[src/rtl/init_seq_pkg.sv]
// Purpose: shared types and constants for the power-up init sequencer.
// Latency: n/a (declarations only).
// Backpressure: n/a.
package init_seq_pkg;

  // Width of every delay / timeout counter in the sequencer.
  localparam int CNT_W = 16;

  // Encodings are exported on the debug state port; keep them stable.
  typedef enum logic [2:0] {
    IDLE   = 3'd0,
    DELAY  = 3'd1,
    RUN    = 3'd2,
    SETTLE = 3'd3,
    READY  = 3'd4,
    ERROR  = 3'd5
  } seq_state_t;

endpackage

[src/rtl/delay_timer.sv]
// Purpose: loadable 16-bit down counter shared by power-up delay, settle delay and stage timeout.
// Latency: load takes effect on the next edge; expire is combinational from the count register.
// Backpressure: none; enable simply pauses the count, which saturates at zero instead of wrapping.
//
// Ports: clk, reset_n (sync, active-low), load/load_val (restart count), enable (count down),
//        expire (count is zero).
module delay_timer
  import init_seq_pkg::*;
(
  input  logic             clk,
  input  logic             reset_n,
  input  logic             load,
  input  logic [CNT_W-1:0] load_val,
  input  logic             enable,
  output logic             expire
);

  logic [CNT_W-1:0] count;

  always_ff @(posedge clk) begin
    if (!reset_n) begin
      count <= '0;
    end else if (load) begin
      count <= load_val;
    end else if (enable && (count != '0)) begin
      count <= count - CNT_W'(1);
    end
  end

  assign expire = (count == '0);

endmodule

[src/rtl/init_sequencer.sv]
// Purpose: gated power-up sequencer walking handshaked init stages, with per-stage timeout and retry.
// Latency: all outputs registered; one cycle from any sampled input to its effect on the outputs.
// Backpressure: none; stage_done is a level sampled only while that stage is enabled.
//
// Ports: clk, reset_n (sync, active-low), pll_lock (gate), retry (pulse, acts only in ERROR),
//        stage_done/stage_en (per-stage handshake), stage_reset_n, system_ready, error,
//        error_stage (index of timed-out stage), state (debug encoding).
module init_sequencer
  import init_seq_pkg::*;
#(
  parameter int                    NUM_STAGES    = 3,
  parameter int                    POWERUP_DELAY = 32,
  parameter int                    SETTLE_DELAY  = 32,
  parameter int                    TIMEOUT       = 1000,
  parameter logic [NUM_STAGES-1:0] STAGE_SKIP    = '0
) (
  input  logic                  clk,
  input  logic                  reset_n,
  input  logic                  pll_lock,
  input  logic                  retry,
  input  logic [NUM_STAGES-1:0] stage_done,
  output logic [NUM_STAGES-1:0] stage_en,
  output logic                  stage_reset_n,
  output logic                  system_ready,
  output logic                  error,
  output logic [((NUM_STAGES > 1) ? $clog2(NUM_STAGES) : 1)-1:0] error_stage,
  output logic [2:0]            state
);

  localparam int SW = (NUM_STAGES > 1) ? $clog2(NUM_STAGES) : 1;

  // The timer counts down to zero and the FSM acts on the edge where it reads zero,
  // so an N-cycle wait loads N-1.
  localparam logic [CNT_W-1:0] DELAY_LOAD   = CNT_W'(POWERUP_DELAY - 1);
  localparam logic [CNT_W-1:0] SETTLE_LOAD  = (SETTLE_DELAY == 0) ? '0 : CNT_W'(SETTLE_DELAY - 1);
  localparam logic [CNT_W-1:0] TIMEOUT_LOAD = (TIMEOUT == 0)     ? '0 :
                                              (TIMEOUT > 65536)  ? '1 : CNT_W'(TIMEOUT - 1);

  seq_state_t              state_q, state_n;
  logic [SW-1:0]           cur_q, cur_n;
  logic [NUM_STAGES-1:0]   en_n;
  logic                    err_n;
  logic [SW-1:0]           est_n;
  logic                    tmr_load, tmr_en, tmr_expire;
  logic [CNT_W-1:0]        tmr_val;
  logic                    done_hit;
  logic [SW:0]             first_stg, next_stg;

  // Lowest non-skipped stage at or above 'from'; MSB flags that one exists.
  function automatic logic [SW:0] find_stage(input logic [SW:0] from);
    logic [SW:0]           r;
    logic [NUM_STAGES-1:0] sk;
    r = '0;
    for (int i = NUM_STAGES - 1; i >= 0; i--) begin
      sk = STAGE_SKIP >> i;
      if ((i >= int'(from)) && !sk[0]) r = {1'b1, SW'(i)};
    end
    return r;
  endfunction

  function automatic logic [NUM_STAGES-1:0] onehot(input logic [SW-1:0] idx);
    return NUM_STAGES'(1) << idx;
  endfunction

  delay_timer u_timer (
    .clk      (clk),
    .reset_n  (reset_n),
    .load     (tmr_load),
    .load_val (tmr_val),
    .enable   (tmr_en),
    .expire   (tmr_expire)
  );

  assign tmr_en = (state_q == DELAY) || (state_q == RUN) || (state_q == SETTLE);

  always_comb begin
    state_n   = state_q;
    cur_n     = cur_q;
    en_n      = stage_en;
    err_n     = error;
    est_n     = error_stage;
    tmr_load  = 1'b0;
    tmr_val   = '0;
    // stage_en is one-hot-or-zero, so this only sees the active stage's done bit.
    done_hit  = |(stage_en & stage_done);
    first_stg = find_stage('0);
    next_stg  = find_stage({1'b0, cur_q} + (SW+1)'(1));

    if (!pll_lock && (state_q != IDLE)) begin
      // Loss of lock beats everything else; the error flag survives for diagnosis.
      state_n = IDLE;
      en_n    = '0;
    end else begin
      case (state_q)
        IDLE: begin
          if (pll_lock) begin
            state_n  = DELAY;
            tmr_load = 1'b1;
            tmr_val  = DELAY_LOAD;
          end
        end
        DELAY: begin
          if (tmr_expire) begin
            tmr_load = 1'b1;
            if (first_stg[SW]) begin
              state_n = RUN;
              cur_n   = first_stg[SW-1:0];
              en_n    = onehot(first_stg[SW-1:0]);
              tmr_val = TIMEOUT_LOAD;
            end else begin
              state_n = SETTLE;
              tmr_val = SETTLE_LOAD;
            end
          end
        end
        RUN: begin
          if (stage_en == '0) begin
            // Gap cycle after a completion: enable the stage chosen last cycle.
            en_n     = onehot(cur_q);
            tmr_load = 1'b1;
            tmr_val  = TIMEOUT_LOAD;
          end else if (done_hit) begin
            // Checked before the timeout so a same-cycle done wins.
            en_n = '0;
            if (next_stg[SW]) begin
              cur_n = next_stg[SW-1:0];
            end else begin
              state_n  = SETTLE;
              tmr_load = 1'b1;
              tmr_val  = SETTLE_LOAD;
            end
          end else if ((TIMEOUT != 0) && tmr_expire) begin
            state_n = ERROR;
            en_n    = '0;
            err_n   = 1'b1;
            est_n   = cur_q;
          end
        end
        SETTLE: begin
          if (tmr_expire) state_n = READY;
        end
        READY: begin
          state_n = READY;
        end
        ERROR: begin
          if (retry) begin
            state_n  = DELAY;
            err_n    = 1'b0;
            est_n    = '0;
            tmr_load = 1'b1;
            tmr_val  = DELAY_LOAD;
          end
        end
        default: begin
          state_n = IDLE;
          en_n    = '0;
        end
      endcase
    end
  end

  always_ff @(posedge clk) begin
    if (!reset_n) begin
      state_q       <= IDLE;
      cur_q         <= '0;
      stage_en      <= '0;
      stage_reset_n <= 1'b0;
      system_ready  <= 1'b0;
      error         <= 1'b0;
      error_stage   <= '0;
    end else begin
      state_q       <= state_n;
      cur_q         <= cur_n;
      stage_en      <= en_n;
      stage_reset_n <= (state_n != IDLE) && (state_n != DELAY);
      system_ready  <= (state_n == READY);
      error         <= err_n;
      error_stage   <= est_n;
    end
  end

  assign state = state_q;

endmodule

[config.mk]
export PLATFORM = sky130hd
export DESIGN_NAME = init_sequencer
export DESIGN_NICKNAME = d
export VERILOG_FILES = /design/src/rtl/init_seq_pkg.sv /design/src/rtl/delay_timer.sv /design/src/rtl/init_sequencer.sv
export SDC_FILE = /design/constraint.sdc
export NUM_CORES = 1
export LEC_CHECK = 0
export ABC_AREA = 1
export BUFFER_PORTS_ARGS = -buffer_cell sky130_fd_sc_hd__buf_4
export CORE_MARGIN = 4
export CORE_UTILIZATION = 35
export CTS_CLUSTER_DIAMETER = 200
export DETAILED_ROUTE_END_ITERATION = 10
export GPL_TIMING_DRIVEN = 0
export MAX_ROUTING_LAYER = met4
export PLACE_DENSITY = 0.59
export SLEW_MARGIN = 15
export SYNTH_ARGS = -nofsm -noshare
export SYNTH_HDL_FRONTEND = slang
export SYNTH_SLANG_ARGS = --single-unit
[constraint.sdc]
create_clock -name clk -period 2.7 [get_ports clk]
set_clock_uncertainty 0.05 [all_clocks]
set_input_delay 0.54 -clock clk [delete_from_list [all_inputs] [get_ports clk]]
set_output_delay 0.54 -clock clk [all_outputs]
set_load 0.03 [all_outputs]
# Word-level counts from Yosys, hierarchy flattened
# Index checks and enable logic that the tools add are counted.
# W data, S select, Z words.
# totals
out_inout_bits	11
word_cells	105
regBits	29
# classes
muxes	51
bitwise_logic	4
n_shift	1
n_addsub	2
n_reduce_logical	21
n_lt_le_gt_ge	3
eq_ne	15
# ops
op	n
$mux W3	16
$pmux W10 S4	1
$mux W16	2
$mux W10	3
$mux W5	4
$pmux W3 S6	1
$logic_not A16 Y1	1
$mux W2	8
$reduce_bool A16 Y1	1
$sub A16 B1 Y16 const B	1
$ne A2 B2 Y1 const B	7
$reduce_and A6 Y1	2
$mux W1	11
$eq A3 B3 Y1 const B	3
$pmux W3 S3	1
$pmux W2 S2	2
$eq A3 B2 Y1 const B	2
$ge A1 B3 Y1 const A	2
$logic_not A3 Y1	2
$reduce_bool A2 Y1	3
$reduce_bool A3 Y1	2
$ne A4 B3 Y1 const B	1
$pmux W1 S4	1
$reduce_or A4 Y1	1
14 further kinds	19

# Depth between registers and ports, before layout
# Gate-level depths: netlist (run 1).
# depth
ltp_word	12
ltp_mapped	13
ltp_nobuf	13

# Hierarchy
# A second synthesis (run 1) with hierarchy kept.
# unflattened
hier_cells	354
area_unflattened_um2	2075.7
# modules_own_cells
module	cells_each	area_per_inst_um2	instances	seq_area_each_um2
delay_timer	211	1189.9	1	320.3
init_sequencer	143	885.8	1	260.2

# Least setup slack after synthesis (run 1)
# No wires, ideal clock.
# synth_timing
path_type	register to register
startpoint	register state_q[0], in the netlist state[0]
endpoint	register u_timer.count[4]
required_time_ns	2.539
t_arrival_ns	1.525
slack_ns	1.013
period_less_slack_ns	1.687
n_path_buf	1
stages_incl_launch_ff	11
cell_sequence	dfxtp_1 inv_2 nor3_4 nand3_2 nand2_2 nand2_4 buf_6 nand3_1 nand2_1 nor2_1 nor2_1
# synth_between
elab_chain_len	5
# synth_rtl
item	line_no	text
start: declaration	init_sequencer.sv:39	seq_state_t state_q, state_n;
start signal: assignment	init_sequencer.sv:172	state_q <= state_n;
branches (longest 5 deep; another with $mux W16)	--	
end signal: assignment	delay_timer.sv:24	count <= load_val;
end signal: assignment	delay_timer.sv:26	count <= count - CNT_W'(1);
end: declaration	delay_timer.sv:18	logic [CNT_W-1:0] count;
# Several ways; the timed one is not identified.
# A chain may end at the register's enable or synchronous reset.

# Worst setup path in the final report (run 1)
# layout_timing
startpoint	register u_timer.count[0]
endpoint	register u_timer.count[7]
# layout_between
elab_chain_len	5
# layout_rtl
item
branches (longest 5 deep; another with $sub A16 B1 Y16)
# Several ways; the timed one is not identified. The select of a mux whose other input is x is not followed.

==> results of run 1 <==
==> power groups by stage <==
stage | registers (mW) | clock network [mW] | logic, mW
6_report | 0.566 | 0.471 | 0.994
5_1_grt | 0.576 | 0.502 | 1.13
4_1_cts | 0.565 | 0.487 | 0.995
3_5_place_dp | 0.574 | 0 | 0.991
3_3_place_gp | 0.574 | 0 | 0.979
2_1_floorplan | 0.573 | 0 | 0.781
==> sequential cells by signal, summed over array words and instances, names as in the netlist <==
register and cells:
cur_q 2, error 1, error_stage 2, stage_en 3
stage_reset_n 1, state 3, system_ready 1, u_timer.count 16
==> worst max-delay path, delay by kind of cell, from the launching register on <==
family	cells	cell delay [ns]
simple gates	5	0.41
fa+ha+maj	1	0.24
buf+inv	3	0.40
flops	1	0.33
compound gates	1	0.31
==> metal layers <==
metal	GRT usage, %	part of all wire (%)	up-vias
li1	-	-	1092
met4	4.75	1.5	0
met5	-	0	-
met2	21.7	42	34
met3	2.94	4.0	8
met1	20.6	52	900
==> kinds of logic after synthesis <==
kind of cell             share of synthesized area, %
AND/OR/NAND/NOR                                  47.4
XOR/XNOR                                         3.00
AO/OA/AOI/OAI                                    8.99
flip-flops                                       28.4
buffers and inverters                            11.1
adder cells (fa/ha/maj)                          1.22
==> worst paths after layout <==
check / startpoint / endpoint / cells past startpoint
setup reg to reg: u_timer.count[0] / u_timer.count[7] / 10
hold / removal: error_stage[0] / error_stage[0] / 2
hold reg to reg: error_stage[0] / error_stage[0] / 2
setup / recovery: u_timer.count[0] / u_timer.count[7] / 10
==> final cells by class <==
class,count,area [um^2],area share [%]
buffer,9,68.8,2.90
clock buffer,7,86.3,3.64
clock inverter,1,30.0,1.27
inverter,42,158,6.64
multi-input combinational,243,1240,52.2
sequential,29,581,24.5
tap,72,90.1,3.80
timing repair buffer,16,120,5.06
==> cell usage after synthesis <==
master    number
nand3_2        1
nand3_1       12
nor2_2         9
nor3_1         3
o211ai_1       1
a21oi_2        3
nor3_4         1
nand3b_1       6
nand2_1       80
nor2_4         1
o21ai_0        6
inv_1         33
nand2_4        2
dfxtp_1       29
nand4_1       27
inv_2          9
nor2_1        53
nand3_4        1
o21ai_4        1
xor2_1         7
buf_4          3
ha_1           2
a31o_2         1
a21oi_1       19
buf_6          3
or2_2          1
buf_2          1
nand2_2        5
clkbuf_1       2
nor3_2         1
==> qor.txt, run 1 <==
Die X-Extent: 84.5 um
Critical Path RT: 2.87 ns
Full die area: 0.00714 mm^2
Synthesized flop and latch total: 29
Worst skew pair latency: 0.28 ns
Max-Cap Viols: 0
Core Area: 0.00557 mm^2
Global-route wire length before repair: 8510 um
Hold Buf Count CTS: 0
Sw frac: 43.7%
Vias per std cell: 4.85
Area leader, netlist: dfxtp_1
Critical path's slowest cell: dfxtp_1
Height of the die: 84.5 um
Period utilization: 66.9%
Utilization after layout: 42.6%
Final Instance Count excl. Fillers: 419
Placed Cells: 411
Num CTS Buffers: 5
Worst-Margin Slew: 0.418 ns
Via count: 2034
Initial antenna violation count: 0
Commonest non-fill, non-tap cell in the layout: nand2_1
Switch Pwr: 0.888 mW
Wire per inst: 12.0 um
Setup crit end kind: flop
Placed wire-length estimate: 3890 um
Comb power frac: 48.9%
Run status: finished, final reports clean
Post-synthesis sequential area ratio: 28.4%
Sink Count: 29
TNS Setup: 0 ns
Sequential power share: 27.9%
Share of layout cells above drive strength 1: 19.0%
Hold WC Path Type: flop to flop
Post-CTS Setup Bufs: 0
Syn Nets: 332
CTS H-tree depth: 2
Mapped Cells: 323
RSZ-0062 raised after global routing: false
CP max FO: 10
Final WS setup: 0.894 ns
Dpl cell area: 0.00226 mm^2
Leak: 1.11 nW
Worst R2R Setup Slack: 0.89 ns
Initial Util: 36.7%
Final Setup Violations: 0
Pins Over Slew Limit: 0
Largest net degree at the start of global routing: 11
Clock root cell: clkbuf_8
Worst slack, placed: 0.833 ns
Nets: 355
Area Growth Syn to Fin: 16.0%
Total global-route track usage: 14.9%
Power Dens Cells: 856 mW/mm^2
Area contributors post-synth: dfxtp_1 28%, nand2_1 15%, nor2_1 9.7%, nand4_1 8.3%, inv_1 6.1%
Post-route cell area: 0.00237 mm^2
Clock transition at path regs: 0.06 ns
Vias in the first global route: 1815
Fin crit period: 1.81 ns
IO Port Bufs: 16
Worst hold margin: 0.415 ns
P_int: 1.14 mW
Pwr Total: 2.03 mW
Most frequent cells in the layout: 80 x nand2_1, 53 x nor2_1, 33 x inv_1
1st-iter DRT viols: 81
I/O Pins: 18
Yosys warning count: 0
CTS resizes: 0
Netlist cell types: 30
Clock buffer depth: 2
Fill count: 620
Final hold viol count: 0
Post-route DRC: 0
Routed wire length: 5050 um
Synthesized area per cell: 6.34 um^2
Gpl congestion: 0.821
Achievable Freq: 554 MHz
Congestion Overflow GR: 0
FP Rows: 27
Crit Path Class: flop to flop
Most used cell, CP: nand2_1
WP data arrival: 1.98 ns
Antenna-violating nets left: 0
Antenna cells: 0
Area share of the largest cell type after synthesis: 28.4%
DR pass1 iterations: 4
CP cell instances: inv_1, ha_1, nand2_1, nor2_2, a21oi_2, inv_2, buf_2, nand4_1, nand2_1, nor2_1
Crit start category: flop
CTS tree: built
Mapped cell area: 0.00205 mm^2
Clk network pwr share: 23.2%
Max IR drop VDD: 0.000269 V
Worst rel slew slack: 72.1%
Max incr delay on CP: 0.33 ns
No activity file was read; power rests on OpenSTA's default activity.
==> run 2: changes to the inputs <==
- PLACE_DENSITY: 0.59 -> 0.6
- clock period: 2.7 -> 1.6 ns (I/O delays scaled with it)
==> run 2 against run 1 <==
The run now ends with setup timing left. Combinational power is 110% higher. Global-route usage is 1.2 points higher. Worst setup slack got worse by 0.92 ns. Clock power is 33% higher. Via count is 8.2% higher. Highest routed layer unchanged.
==> qor.txt, run 2 (synthesis results as in run 1) <==
GRT Max-Usage Layer: met2
M1 GR Usage: 18.7%
Final Setup Violations: 1
Pins Over Slew Limit: 0
CTS tree: built
Utilization after layout: 48.5%
Worst-Margin Slew: 0.459 ns
Max reg flops: 16
Nets: 373
Clock root cell: clkbuf_8
Largest Register: u_timer.count
CP delay by family, top: simple AND/OR/NAND/NOR gates
Largest net degree at the start of global routing: 11
Hold WC Path Type: primary input to flop
Violated checks: setup timing
Share of layout cells above drive strength 1: 33.2%
Fin crit period: 1.63 ns
Sink Count: 29
Total global-route track usage: 16.1%
Area Growth Syn to Fin: 32.2%
CP cell instances: nor2_2, nand2_2, nor2_4, nand3_2, nand2_2, nand2_4, buf_8, nand3_2, nand2_1, nor2_1, nor2_1
WP buf/inv: 1
Num CTS Buffers: 5
GR Util met2: 27.2%
Worst rel slew slack: 69.4%
Pwr Total: 3.71 mW
RSZ-0062 raised after global routing: true
WP data arrival: 1.76 ns
Clock buffer depth: 2
Power Dens Cells: 1370 mW/mm^2
Crit Path Class: flop to flop
Die X-Extent: 84.5 um
Routed wire length: 5550 um
CP max FO: 6
Wire per inst: 12.7 um
Crit start category: flop
Vias per std cell: 5.05
Critical Path RT: 1.73 ns
Full die area: 0.00714 mm^2
Core Area: 0.00557 mm^2
Critical path's slowest cell: dfxtp_2
Initial antenna violation count: 0
Leak: 1.24 nW
DR pass1 iterations: 5
Antenna-violating nets left: 0
Final Instance Count excl. Fillers: 436
Achievable Freq: 615 MHz
Final hold viol count: 0
Placed wire-length estimate: 3920 um
FP Rows: 27
Via count: 2201
Max incr delay on CP: 0.34 ns
Post-route DRC: 0
CTS H-tree depth: 2
Antenna cells: 0
Period utilization: 102%
Final WS setup: -0.0260 ns
I/O Pins: 18
IO Port Bufs: 16
Global-route wire length before repair: 9230 um
Setup crit end kind: flop
Most frequent cells in the layout: 70 x nand2_1, 43 x nor2_1, 32 x buf_4
Met3 Use GR: 3.73%
Gpl congestion: 0.902
Height of the die: 84.5 um
Congestion Overflow GR: 0
Max IR drop VDD: 0.000886 V
Vias in the first global route: 2072
Worst skew pair latency: 0.28 ns
Initial Util: 36.7%
Commonest non-fill, non-tap cell in the layout: nand2_1
Clock transition at path regs: 0.06 ns
Run status: finished with violations
Max-Cap Viols: 0
Placed Cells: 411
1st-iter DRT viols: 112
Hold Buf Count CTS: 0
run 2: worst reg2reg max path, cell delays in order (launching register included):
cell	delay (ns)
dfxtp_2	0.34
nor2_2	0.16
nand2_2	0.11
nor2_4	0.16
nand3_2	0.11
nand2_2	0.10
nand2_4	0.10
buf_8	0.14
nand3_2	0.04
nand2_1	0.05
nor2_1	0.10
nor2_1	0.05
run 2: path summary, 6_finish.rpt:
path,start,to,slack (ns),cells past startpoint
setup / recovery,u_timer.count[11],u_timer.count[4],-0.03,11
hold / removal,reset_n,u_timer.count[2],0.37,3
setup reg to reg,u_timer.count[11],u_timer.count[4],-0.03,11
hold reg to reg,error_stage[0],error_stage[0],0.41,2
run 2: metrics by stage:
| step | area, um^2 | hold slack [ns] | setup TNS [ns] | setup WS, ns |
|---|---|---|---|---|
| 3_3_place_gp | 2260 | 0.404 | -2.69 | -0.162 |
| 3_5_place_dp | 2260 | 0.407 | -3.32 | -0.182 |
| 5_1_grt | 2710 | 0.406 | -1.24 | -0.106 |
| 4_1_cts | 2500 | 0.372 | -0.00841 | -0.00445 |
| 2_1_floorplan | 2050 | 0.403 | 0 | 0.0377 |
| 6_report | 2710 | 0.370 | -0.0260 | -0.0260 |
run 2: final cells by class:
type | count | area [um^2]
tap | 72 | 90.1
clock buffer | 7 | 86.3
inverter | 42 | 168
multi-input combinational | 243 | 1410
timing repair buffer | 34 | 274
sequential | 29 | 596
fill | 562 | 2870
buffer | 9 | 86.3
run 2: power by group:
part | switching, mW | leakage, nW | internal (mW)
clock network | 0.286 | 0.0443 | 0.341
registers | 0.143 | 0.240 | 0.844
logic | 1.29 | 0.954 | 0.815
run 2: metal layers:
layer	share of wire [%]	wire length [um]	vias up
met5	0	0	-
met4	1.1	62	0
met3	6.1	341	8
met2	50	2780	63
met1	43	2370	1008
li1	-	-	1122
run 2: repair_timing:
item                                    in CTS  in global routing
endpoints found under the setup margin      27                 29
resized for setup                           25                 41
pin swaps                                   12                 25
gates cloned                                 0                  2
buffers inserted                             9                  7
==> run 3: changes to the inputs <==
- CELL_PAD_IN_SITES_DETAIL_PLACEMENT: not set -> 0
- CELL_PAD_IN_SITES_GLOBAL_PLACEMENT: not set -> 1
- PLACE_DENSITY: 0.6 -> 0.78
- SKIP_CTS_REPAIR_TIMING: not set -> 1
==> run 3 against run 2 <==
The flow now finishes without violations. Largest cell class unchanged. Critical path type unchanged. First-iteration DRC count down 29%. Global-route usage down 0.54 points. Power down 1.7%. Critical endpoint is now u_timer.count[3].
==> qor.txt, run 3 (synthesis results as in run 1) <==
Routed wire length: 5470 um
Fill count: 590
Hold Path Cell Cnt: 3
Core Area: 0.00557 mm^2
Vias in the first global route: 1916
Worst reg2reg endpoint: u_timer.count[3]
Met3 wire length: 236 um
Worst hold margin: 0.361 ns
Period utilization: 99.0%
M1 WL: 2760 um
Clock transition at path regs: 0.06 ns
Worst slack, placed: -0.196 ns
WP data arrival: 1.72 ns
Achievable Freq: 632 MHz
Setup crit end kind: flop
Crit Path Class: flop to flop
CTS H-tree depth: 2
Antenna cells: 0
Worst rel slew slack: 70.4%
Final Setup Violations: 0
Die X-Extent: 84.5 um
Power Dens Cells: 1350 mW/mm^2
R2R Path Start: u_timer.count[7]
Num CTS Buffers: 5
Initial Util: 36.7%
Hold WC Path Type: primary input to flop
Congestion Overflow GR: 0
Total global-route track usage: 15.6%
Hold Path End: u_timer.count[5]
Largest Register: u_timer.count
Largest net degree at the start of global routing: 11
Sink Count: 29
Area Growth Syn to Fin: 32.0%
Final WS setup: 0.0165 ns
FP Rows: 27
Gpl congestion: 0.808
Worst R2R Setup Slack: 0.02 ns
Initial antenna violation count: 0
Post-route DRC: 0
Fin crit period: 1.58 ns
Max reg flops: 16
Global-route wire length before repair: 8890 um
Max IR drop VDD: 0.000477 V
Worst skew pair latency: 0.28 ns
1st-iter DRT viols: 79
Hold Startpoint: reset_n
Pwr Total: 3.65 mW
Wire per inst: 12.5 um
Top sig layer: met4
Share of layout cells above drive strength 1: 32.7%
Full die area: 0.00714 mm^2
Pins Over Slew Limit: 0
Most frequent cells in the layout: 71 x nand2_1, 44 x nor2_1, 34 x buf_4
IO Port Bufs: 16
Placed wire-length estimate: 3940 um
Commonest non-fill, non-tap cell in the layout: nand2_1
Run status: finished, final reports clean
CP max FO: 6
DR pass1 iterations: 5
Crit start category: flop
Leak: 1.23 nW
Clock root cell: clkbuf_8
Reg2Reg Depth: 11
Max-Cap Viols: 0
Final hold viol count: 0
Antenna-violating nets left: 0
Met2 wirelength from detailed routing: 2400 um
RSZ-0062 raised after global routing: true
CTS tree: built
Worst-Margin Slew: 0.444 ns
Nets: 373
Clock buffer depth: 2
I/O Pins: 18
Critical Path RT: 1.73 ns
Vias per std cell: 4.87
Via count: 2125
Height of the die: 84.5 um
TNS Setup: 0 ns
run 3: cell count changes in the layout (fill, tap and decap cells not counted), moves of 2 or more:
cell	change
a21oi_2	-2
dfxtp_1	-4
dfxtp_2	+4
buf_6	-5
buf_8	+3
buf_4	+2
run 3: area by class of cell:
cell class              count  area (um^2)  area share [%]
clock buffers               7         86.3            3.19
inverters                  42          165            6.11
repair buffers             33          265            9.81
multi-input cells         244         1400            51.9
flip-flops and latches     29          601            22.2
well taps                  72         90.1            3.33
plain buffers               9         93.8            3.47
run 3: through the flow:
stage               instance area [um^2]  std cells  utilization (%)
finish                              2700        436             48.5
global route                        2700        436             48.5
CTS                                 2350        418             42.1
detailed placement                  2260        411             40.6
global placement                    2260        411             40.6
floorplan                           2050        323                -
run 3: worst max-delay path by stage:
stage / startpoint / to / slack (ns) / depth (start not counted)
2_1_floorplan: state[1] / u_timer.count[4] / 0.04 / 11
3_3_place_gp: u_timer.count[0] / u_timer.count[4] / -0.17 / 12
3_5_place_dp: u_timer.count[0] / u_timer.count[7] / -0.20 / 10
4_1_cts: u_timer.count[0] / u_timer.count[7] / -0.22 / 10
5_1_grt: u_timer.count[1] / state[0] / -0.1 / 11
6_report: u_timer.count[7] / u_timer.count[3] / 0.02 / 11
run 3: layer usage:
layer | global-route usage, % | vias to the layer above
li1 | - | 1129
met4 | 5.18 | 0
met5 | - | -
met1 | 21.7 | 950
met2 | 22.5 | 39
met3 | 3.14 | 7
run 3: power by group:
part	total (mW)	internal (mW)	switching (mW)
Clock	0.617	0.341	0.277
Sequential	0.995	0.851	0.145
Combinational	2.04	0.775	1.26
Total	3.65	1.97	1.69
run 3: worst max-delay path, stage by stage (launching register included):
cell,delay [ns]
dfxtp_2,0.34
nor2_2,0.15
nand2_2,0.10
nor2_4,0.17
nand3_2,0.10
nand2_2,0.10
nand2_4,0.10
buf_4,0.15
nand3_1,0.05
nand2_1,0.05
nor2_1,0.08
nor2_1,0.05
